File: config.mk
export PLATFORM = sky130hd
export DESIGN_NAME = srx_frame_rx
export DESIGN_NICKNAME = d
export VERILOG_FILES = /design/src/rtl/srx_pkg.sv /design/src/rtl/srx_sync_edge.sv /design/src/rtl/srx_frame_rx.sv
export SDC_FILE = /design/constraint.sdc
export NUM_CORES = 1
export LEC_CHECK = 0
export CAP_MARGIN = 20
export CORE_MARGIN = 2
export CORE_UTILIZATION = 55
export DETAILED_ROUTE_END_ITERATION = 7
export HOLD_SLACK_MARGIN = 0.08
export PLACE_DENSITY_LB_ADDON = 0.15
export SETUP_SLACK_MARGIN = 0.02
export SKIP_CTS_REPAIR_TIMING = 1
export SLEW_MARGIN = 40
export SYNTH_ARGS = -nofsm -noshare
export SYNTH_HDL_FRONTEND = slang
export SYNTH_HIERARCHICAL = 1
export SYNTH_SLANG_ARGS = --single-unit
File: constraint.sdc
create_clock -name clk -period 3.1 [get_ports clk]
set_input_delay 0.465 -clock clk [delete_from_list [all_inputs] [get_ports clk]]
set_output_delay 0.465 -clock clk [all_outputs]
set_load 0.05 [all_outputs]
File: src/rtl/srx_pkg.sv
// srx_pkg: shared frame geometry, per-digit field offsets and receiver state type.
package srx_pkg;
    localparam int FRAME_BITS  = 96;
    localparam int DIGIT_BITS  = 24;
    localparam int RED_LSB     = 16;
    localparam int RED_W       = 7;
    localparam int GRN_LSB     = 8;
    localparam int GRN_W       = 7;
    localparam int AN_LSB      = 0;
    localparam int AN_W        = 6;

    typedef enum logic {IDLE, SHIFT} srx_state_e;

    // Digit 0 is the first digit on the wire and occupies the top 24 bits.
    function automatic int digit_base(input int d);
        return FRAME_BITS - DIGIT_BITS * (d + 1);
    endfunction
endpackage

File: src/rtl/srx_sync_edge.sv
// srx_sync_edge: 2-flop synchroniser with a history flop for rise detection.
module srx_sync_edge (
    input  logic clk,
    input  logic rst_n,
    input  logic d_i,
    output logic s_o,
    output logic rise_o
);
    logic [2:0] s_q;

    always_ff @(posedge clk or negedge rst_n) begin
        if (!rst_n) s_q <= '0;
        else s_q <= {s_q[1:0], d_i};
    end

    assign s_o    = s_q[1];
    assign rise_o = s_q[1] & ~s_q[2];
endmodule

File: src/rtl/srx_frame_rx.sv
// srx_frame_rx: oversampled MCU serial frame receiver with length validation.
// Define SRX_TIMEOUT_EN to abandon frames left idle for TIMEOUT_CYC cycles.
module srx_frame_rx #(
    parameter int FRAME_BITS  = srx_pkg::FRAME_BITS,
    parameter int ERR_W       = 8,
    parameter int TIMEOUT_CYC = 4096
) (
    input  logic                  clk,
    input  logic                  rst_n,
    input  logic                  sck,
    input  logic                  sdata,
    input  logic                  slatch,
    output logic [FRAME_BITS-1:0] frame,
    output logic                  frame_valid,
    output logic                  frame_err,
    output logic [ERR_W-1:0]      err_cnt,
    output logic                  busy
);
    import srx_pkg::*;

    localparam int CW = $clog2(FRAME_BITS + 2);
    localparam logic [CW-1:0] CNT_FULL = CW'(FRAME_BITS);
    localparam logic [CW-1:0] CNT_OVF  = CW'(FRAME_BITS + 1);

    logic sck_s, sck_rise, sdata_s, sdata_rise, latch_s, latch_rise;
    logic [FRAME_BITS-1:0] shreg_q, shreg_d, frame_q;
    logic [CW-1:0] cnt_q, cnt_sh, cnt_d;
    logic [ERR_W-1:0] err_q;
    logic valid_q, err_pulse_q, busy_q, timeout, accept, reject;
    srx_state_e state_q, state_d;

    srx_sync_edge u_sck   (.clk(clk), .rst_n(rst_n), .d_i(sck),    .s_o(sck_s),   .rise_o(sck_rise));
    srx_sync_edge u_sdata (.clk(clk), .rst_n(rst_n), .d_i(sdata),  .s_o(sdata_s), .rise_o(sdata_rise));
    srx_sync_edge u_latch (.clk(clk), .rst_n(rst_n), .d_i(slatch), .s_o(latch_s), .rise_o(latch_rise));

    // The shift is folded in before the length check so a coincident latch sees that bit.
    always_comb begin
        shreg_d = sck_rise ? {shreg_q[FRAME_BITS-2:0], sdata_s} : shreg_q;
        cnt_sh  = (sck_rise && cnt_q != CNT_OVF) ? cnt_q + 1'b1 : cnt_q;
        accept  = latch_rise && cnt_sh == CNT_FULL;
        reject  = latch_rise ? !accept : timeout;
        cnt_d   = (latch_rise || timeout) ? '0 : cnt_sh;
        state_d = (cnt_d != '0) ? SHIFT : IDLE;
    end

`ifdef SRX_TIMEOUT_EN
    localparam int IW = $clog2(TIMEOUT_CYC + 1);
    logic [IW-1:0] idle_q;
    logic unused_sig;

    assign timeout    = state_q == SHIFT && !sck_rise && idle_q == IW'(TIMEOUT_CYC - 1);
    assign unused_sig = ^{sck_s, latch_s, sdata_rise};

    always_ff @(posedge clk or negedge rst_n) begin
        if (!rst_n) idle_q <= '0;
        else idle_q <= (state_d == SHIFT && !sck_rise) ? idle_q + 1'b1 : '0;
    end
`else
    logic unused_sig;

    assign timeout    = 1'b0;
    assign unused_sig = ^{sck_s, latch_s, sdata_rise, state_q, 32'(TIMEOUT_CYC)};
`endif

    always_ff @(posedge clk or negedge rst_n) begin
        if (!rst_n) begin
            shreg_q     <= '0;
            frame_q     <= '0;
            cnt_q       <= '0;
            err_q       <= '0;
            valid_q     <= 1'b0;
            err_pulse_q <= 1'b0;
            busy_q      <= 1'b0;
            state_q     <= IDLE;
        end else begin
            shreg_q     <= shreg_d;
            cnt_q       <= cnt_d;
            state_q     <= state_d;
            busy_q      <= cnt_d != '0;
            valid_q     <= accept;
            err_pulse_q <= reject;
            if (accept) frame_q <= shreg_d;
            if (reject && err_q != '1) err_q <= err_q + 1'b1;
        end
    end

    assign frame       = frame_q;
    assign frame_valid = valid_q;
    assign frame_err   = err_pulse_q;
    assign err_cnt     = err_q;
    assign busy        = busy_q;
endmodule
# Word level (Yosys, flattened, before mapping)
# Cells that the tools add are included.
# totals
ff_bits,218
inputBits,5
out_inout_bits,107
word_cells,28
# op_classes
addsub,2
eq_ne,3
n_mux,4
bitwise_logic,4
reduce_logical,5
# op_table
op,count
96-bit two-way mux,1
7-bit two-way mux,2
"8-bit by 1-bit adder with 8-bit output, second input constant",1
"8-bit inequality test, second input constant",1
"7-bit by 1-bit adder with 7-bit output, second input constant",1
"7-bit equality test, second input constant",1
"7-bit inequality test, second input constant",1
7-bit nonzero test,1
1-bit logical AND,3
1-bit AND,2
1-bit inverter,2
1-bit zero test,1
1-bit two-way mux,1

# Depth between registers and ports, before layout
# depth
word_depth,9
ltp_mapped,11
depth_no_buf,8

# By module
# Netlist, hierarchy kept.
# modules_own_cells
module,n_inst,cells_per_inst,area_each_um2,seq_area_each_um2
srx_frame_rx,1,510,8206.6,5255.0
srx_sync_edge,3,4,88.8,75.1

# Worst setup path before layout
# OpenSTA, ideal clock, no wires.
# synth_path
path_kind,register -> register
startpoint,register cnt_q[1]
endpoint,register frame_q[66] (netlist: frame[66])
setup_ps,125
t_arrival_ps,2359
required_time_ps,2975
path_slack_ps,615
path_stages_with_launch,12
path_buffers,3
synth_period_minus_slack_ps,2485
path_cell_list,dfrtp_1 > clkbuf_1 > inv_1 > ha_1 > and3_1 > a21oi_1 > o2bb2ai_1 > a311oi_4 > nand2_4 > buf_6 > buf_6 > mux2_4
# synth_via
elab_chain_len,5
elab_cells_between_ends,6
classes_between,1 x add/sub; 2 x eq/ne; 1 x mux; 2 x reduce/logical
# synth_rtl
item,line_no,rtl
from (decl),srx_frame_rx.sv:27,"logic [CW-1:0] cnt_q, cnt_sh, cnt_d;"
from (signal assigned),srx_frame_rx.sv:77,cnt_q <= cnt_d;
branches (longest 2 deep; another with 7-bit by 1-bit adder with 7-bit output),--,
7-bit two-way mux (*),srx_frame_rx.sv:39,cnt_sh = (sck_rise && cnt_q != CNT_OVF) ? cnt_q + 1'b1 : cnt_q;
7-bit equality test (*),srx_frame_rx.sv:40,accept = latch_rise && cnt_sh == CNT_FULL;
1-bit logical AND (*),srx_frame_rx.sv:40,
to (signal assigned),srx_frame_rx.sv:82,if (accept) frame_q <= shreg_d;
to (decl),srx_frame_rx.sv:26,"logic [FRAME_BITS-1:0] shreg_q, shreg_d, frame_q;"
# Mark *: on every way between the ends.
# A chain may end at the register's enable or synchronous reset.

# Final worst setup path
# layout_path
startpoint,register cnt_q[0]
endpoint,register frame_q[77] (netlist: frame[77])
# Same word-level chain as after synthesis.

==> reports/summary.txt <==
CTS
----------------------------------------------------------------------------------------
Worst-skew pair later-pin latency                                                0.49 ns
Clock tree from TritonCTS                                                            yes
# H-tree levels                                                                        1
Clock tree root buffer cell                                                    clkbuf_16
Clock transition at the registers of the reported paths                          0.06 ns
Total clock sinks                                                                    218
Clock buffer depth                                                                     3
Clock buffers created by TritonCTS                                                    22

TIMING
----------------------------------------------------------------------------------------
Setup violators final                                                                  0
Number of max-slew violations in the final report                                      0
Worst slew slack as a fraction of its limit                                        0.592
Hold WS                                                                         0.357 ns
Setup repair after global routing missed its margin                                   no
Sum of negative setup slack                                                         0 ns
Max Clk Rate                                                                   0.385 GHz
Minimum period implied by the final worst setup slack                            2.60 ns
Largest clock skew in the final design                                        0.00930 ns
Final number of hold-violating endpoints                                               0
Period utilization                                                                 0.837
Worst Max-Slew Pin Slew                                                         0.612 ns

WORST SETUP PATH
----------------------------------------------------------------------------------------
Endpoint type of the worst setup path                                           register
Required time at the endpoint of the critical path                               3.47 ns
Largest fanout on the critical path                                                   34
Crit path kind                                                              register to register
Critical path arrival                                                            2.96 ns
Type of element launching the critical path                                     register

GLOBAL ROUTING
----------------------------------------------------------------------------------------
Global-route wire length before repair                                          25200 µm
Via count of the first global-routing pass                                          5001
Overall track demand over capacity in global routing                               0.189
Initial antenna violation count                                                        0
GRT overflow                                                                           0
Maximum number of pins on one net before global-route repair                          77

SYNTH
----------------------------------------------------------------------------------------
YS warnings                                                                            6
Cells after Synth                                                                    520
Avg Synthesized Cell Area                                                       16.2 µm²
Total nets after synthesis                                                           528
Combined area of all synthesized cells                                          8430 µm²

PLACE
----------------------------------------------------------------------------------------
Total of buffers placed on input and output ports                                    111
Global placer's final weighted congestion                                          0.826
Total placed cells including tap cells                                               804
Post-detail-place hpwl                                                           9510 µm

DETAILED ROUTING
----------------------------------------------------------------------------------------
Wire length reported by the detailed router                                     14600 µm
Avg Vias per Cell                                                                   5.36
Metal-1 WL                                                                       6540 µm
Number of search-and-repair iterations in the first detailed-routing pass              4
Top layer used by detailed routing                                                  met4
Number of DRC markers in iteration 0                                                 209
Number of vias in the routed layout                                                 4531
Routed Antenna Nets                                                                    0
WL met2                                                                          7050 µm
Final routed DRC violation total                                                       0
Met3 WL post-DR                                                                   695 µm
Routed wire length per instance                                                  17.3 µm

POWER
----------------------------------------------------------------------------------------
Internal cell power                                                              5.06 mW
Combinational Power Share                                                          0.085
Design Power                                                                     6.56 mW
Part of the power in the clock network                                             0.443
Seq pwr share                                                                      0.472
Net Sw Power                                                                     1.50 mW
Leakage power summed over all cells                                              5.28 nW
Switching portion of total power                                                   0.228
Power per standard cell area                                                  618 nW/µm²
Peak supply drop                                                                0.539 mV

LAYOUT
----------------------------------------------------------------------------------------
Antenna diodes                                                                         0
Number of nets at the end of the flow                                                649
Fraction of layout cells with a size suffix above 1                                0.379
Final standard cell count with taps included and fillers excluded                    845
Most common library cell in the layout ignoring fill and taps                    dfrtp_1
Area of combinational cells with multiple inputs                                2830 µm²
Commonest cells after routing, fill and taps aside                          218 x dfrtp_1, 164 x mux2_2, 110 x clkdlybuf4s50_1
Number of fill cells                                                                1024
Storage element area                                                            5460 µm²
Area growth syn-to-layout                                                          25.8%

DIE
----------------------------------------------------------------------------------------
Floorplan die width                                                               128 µm
Die area                                                                       16300 µm²
Initial core utilization                                                           0.559
Count of pins on the block boundary                                                  112
Vert. Die Dim                                                                     128 µm
Number of core rows                                                                   45
Area inside the core boundary                                                  15100 µm²

OUTCOME
----------------------------------------------------------------------------------------
Status                                                                         completed

JOB
----------------------------------------------------------------------------------------
Total of max-cap violations                                                            0

WORST HOLD PATH
----------------------------------------------------------------------------------------
Hold Path Class                                                             register to register

==> final timing paths <==
kind,from,end,slack [ns],cells past startpoint
worst max-delay path,cnt_q[0],frame[77],0.50,7
worst min-delay path,u_latch/s_q[0],u_latch/s_q[1],0.36,0
worst max register to register,cnt_q[0],frame[77],0.50,7
worst min register to register,u_latch/s_q[0],u_latch/s_q[1],0.36,0
max in group asynchronous,rst_n,shreg_q[61],1.65,3
min in group asynchronous,rst_n,frame[92],0.55,2
==> flip-flops by register name (all words and copies together) (netlist names) <==
register and flops:
busy 1, cnt_q 7, err_cnt 8, frame 96
frame_err 1, frame_valid 1, shreg_q 96, u_latch/s_q 3
u_sck/s_q 3, u_sdata/s_q 2
==> layout make-up <==
class,instances,area share
Clock buffer,31,0.0637
Clock inverter,9,0.0139
Inverter,4,0.00141
Multi-Input combinational cell,272,0.266
Sequential cell,218,0.514
Tap cell,188,0.0222
Timing Repair Buffer,123,0.118
==> metal layers <==
metal / global-route usage / up-vias
met5: 0 / -
met4: 0.0517 / 0
met3: 0.0392 / 25
met2: 0.305 / 98
met1: 0.265 / 2323
li1: - / 2085
==> power by group through the flow <==
stage | registers [mW] | logic [mW] | clock network [mW]
4_1_cts | 3.10 | 0.570 | 2.97
3_3_place_gp | 3.13 | 0.549 | 0
5_1_grt | 3.11 | 0.616 | 3.09
3_5_place_dp | 3.15 | 0.568 | 0
6_report | 3.10 | 0.561 | 2.91
2_1_floorplan | 3.25 | 0.244 | 0
==> through the flow <==
step	util	instance area (µm²)	worst slack [ns]
5_1_grt	0.703	10600	0.341
2_1_floorplan	-	8430	0.615
6_report	0.703	10600	0.504
3_5_place_dp	0.648	9780	0.520
3_3_place_gp	0.648	9780	0.602
4_1_cts	0.703	10600	0.495
==> worst max-delay path, cell delays in order, from the launching register on <==
cell      delay, ns
dfrtp_1        0.53
ha_1           0.27
inv_1          0.05
or4b_1         0.55
a311oi_4       0.33
nand2_4        0.18
buf_12         0.24
mux2_4         0.32
Power figures use the tool's default switching activity.
==> variant 1, RTL diff (same settings) <==
The parameter `ERR_W` goes from 8 to 12.
--- a/src/rtl/srx_frame_rx.sv
+++ b/src/rtl/srx_frame_rx.sv
@@ -2,7 +2,7 @@
 // Define SRX_TIMEOUT_EN to abandon frames left idle for TIMEOUT_CYC cycles.
 module srx_frame_rx #(
     parameter int FRAME_BITS  = srx_pkg::FRAME_BITS,
-    parameter int ERR_W       = 8,
+    parameter int ERR_W       = 12,
     parameter int TIMEOUT_CYC = 4096
 ) (
     input  logic                  clk,
Ports: changed (resized err_cnt); port bits go from 112 to 116. The function was not compared with the original's and may differ.
==> variant 1 against the unedited design <==
Synthesized cell count up 2.7%; worst setup slack worse by 0.10 ns; routed wire length up 4.3%; first-iteration DRC count up 2.9%; clock power down 4%; power down 0.73%; sequential share of layout area up 0.68 points; cell area up 0.51%; core utilization up 0.094 points; sequential power up 2%; area after synthesis up 1.1%; sequential cell count up 4; non-clock buffer count up 3.
==> variant 1: results <==
export IMPL_status="finished clean"
export IMPL_synthCells=534
export IMPL_drive_above_1_share_pct=32.7
export IMPL_post_route_min_period_ns=2.70
export IMPL_syn_nets=542
export IMPL_crit_end="frame[73]"
export IMPL_grt_pass1_wl_um=25800
export IMPL_place_hpwl_um=9550
export IMPL_slowest_delay_ns=0.47
export IMPL_comb_cell_power_w=0.000569
export IMPL_p_leak_nw=5.17
export IMPL_port_buffers=115
export IMPL_switching_power_w=0.00155
export IMPL_path_delay_family="compound AO/OA/AOI/OAI gates"
export IMPL_routed_wl_um=15200
export IMPL_hold_ws_ns=0.350
export IMPL_power_share_sequential_pct=48.3
export IMPL_critPathMaxFanout=16
export IMPL_routabilityCongestion=0.787
export IMPL_swShare_pct=23.7
export IMPL_cts_buffers=23
export IMPL_arrival_ns=3.07
export IMPL_reg2reg_setup_slack_ns=0.40
export IMPL_instances_no_fill=863
export IMPL_dp_cells=820
-- variant 1: cell types whose count changed in the layout (fill, tap and decap cells not counted), moves of 4 or more --
| cell | delta |
|---|---|
| mux2_1 | +29 |
| mux2_4 | -29 |
| xnor2_1 | +10 |
| nand4_1 | +4 |
| xor2_1 | -4 |
| dfrtp_1 | +4 |
| clkdlybuf4s50_1 | +4 |
| nand3_1 | +6 |
| o21ai_0 | -4 |
-- variant 1: cell type report --
type                    count  area (sq um)
clock buffers              32           679
clock inverters            10           109
fillers                  1026          4480
inverters                   3          11.3
multi-input cells         282          2800
flip-flops and latches    222          5560
well taps                 188           235
repair buffers            126          1280
-- variant 1: layer usage --
metal,routed length [um],track usage [%],share of wire (%)
met4,250,4.85,1.6
met5,0,0,0
met2,7300,31.3,48
met3,710,4.66,4.7
met1,6940,27.4,46
==> variant 2, RTL diff (config.mk and constraints unchanged) <==
Without the edit above. Register the output `frame` once more, cleared by the reset; this adds one clock of latency there. The other outputs are not delayed to match.
--- a/src/rtl/srx_frame_rx.sv
+++ b/src/rtl/srx_frame_rx.sv
@@ -84,7 +84,13 @@
         end
     end
 
-    assign frame       = frame_q;
+    always_ff @(posedge clk or negedge rst_n) begin
+        if (!rst_n) begin
+            frame <= '0;
+        end else begin
+            frame <= frame_q;
+        end
+    end
     assign frame_valid = valid_q;
     assign frame_err   = err_pulse_q;
     assign err_cnt     = err_q;
Check against the original RTL: same outputs for any inputs over 10 cycles, from zero or initial values and one cycle with rst_n low; that may be too few to reach the edited logic, so the function may still have changed.
==> variant 2 against the unedited design <==
Area after synthesis increased by 28%; routed wire length is 18% higher; power is 35% higher; sequential cell count increased by 96; critical path depth did not move; worst setup slack lost 0.13 ns; count of clock-buffer cells in the layout increased by 14; cell area rose by 26%; largest power group unchanged; highest routed layer unchanged.
==> variant 2: results <==
export IMPL_nNetsFinal=755
export IMPL_reg_top3="frame (96), frame_q (96), shreg_q (96)"
export IMPL_wire_per_inst_um=16.7
export IMPL_slew_violations=0
export IMPL_slowest_delay_ns=0.55
export IMPL_arrival_ns=3.10
export IMPL_drive_above_1_share_pct=33.9
export IMPL_cts_buffer_depth=3
export IMPL_cts_clk_slew_worst_paths_ns=0.06
export IMPL_place_hpwl_um=10400
export IMPL_critPathMaxFanout=97
export IMPL_vias=5280
export IMPL_antenna_found_initial=0
export IMPL_r2r_cells=7
export IMPL_yosys_warnings=6
export IMPL_grt_start_max_net_pins=98
export IMPL_nFillCells=1307
export IMPL_hp_class="reg2reg"
export IMPL_path_delay_family="simple AND/OR/NAND/NOR gates"
export IMPL_htree_num_levels=2
export IMPL_cts_buffers=34
export IMPL_max_slew_margin_pct=54.2
export IMPL_clk_latency_ns=0.49
export IMPL_routabilityCongestion=0.744
export IMPL_p_leak_nw=6.76
export IMPL_min_path_cells=0
export IMPL_peakVddDrop_v=0.000399
export IMPL_dr_pass1_iters=4
export IMPL_fin_worst_skew_ns=0.0127
export IMPL_first_global_vias=5783
export IMPL_cp_slowest_cell="or4b_1"
export IMPL_port_buffers=111
export IMPL_n_antenna_cell=0
export IMPL_grt_pass1_wl_um=28800
export IMPL_cts_root_buf="clkbuf_16"
export IMPL_grt_use_total_pct=17.5
export IMPL_drt_iter0_markers=192
export IMPL_status="finished clean"
[variant 2: routing by layer]
metal / global-route usage, % / routed length [um] / up-vias
met5: 0 / 0 / -
met4: 4.96 / 304 / 0
met3: 4.44 / 874 / 28
met2: 28.6 / 8400 / 123
met1: 23.7 / 7690 / 2733
li1: - / - / 2396
[variant 2: worst paths after layout]
path                       slack (ns)      endpoint         start
max                              0.37   frame_q[86]      cnt_q[0]
min                              0.35  u_sck/s_q[1]  u_sck/s_q[0]
max reg2reg                      0.37   frame_q[86]      cnt_q[0]
min reg2reg                      0.35  u_sck/s_q[1]  u_sck/s_q[0]
max in group asynchronous        1.68     frame[59]         rst_n
min in group asynchronous        0.55     frame_err         rst_n
[variant 2: through the flow]
step                      setup WS (ns)  cell area [sq um]  instances  hold slack (ns)  total power, W
after global placement            0.562              12300        975            0.335         0.00499
after global routing              0.192              13400       1036            0.359         0.00922
after detailed placement          0.447              12300        975            0.336         0.00502
after CTS                         0.429              13400       1035          -0.0157         0.00898
final                             0.375              13400       1036            0.346         0.00886
after floorplan                   0.615              10800        616            0.169         0.00477
[variant 2: power breakdown]
| part | internal [W] | leakage [nW] | total, W | switching, W |
|---|---|---|---|---|
| clock | 0.00240 | 0.554 | 0.00392 | 0.00152 |
| combinational | 0.000229 | 1.87 | 0.000591 | 0.000362 |
| sequential | 0.00424 | 4.33 | 0.00435 | 0.000107 |
| total | 0.00687 | 6.76 | 0.00886 | 0.00199 |
[variant 2: final cells by class]
class | instances | area, sq um | area share (%)
sequential | 314 | 7860 | 58.7
multi-input combinational | 272 | 2830 | 21.1
timing repair buffer | 121 | 1240 | 9.29
clock buffer | 45 | 943 | 7.05
tap | 265 | 332 | 2.48
clock inverter | 15 | 165 | 1.23
inverter | 4 | 15.0 | 0.112
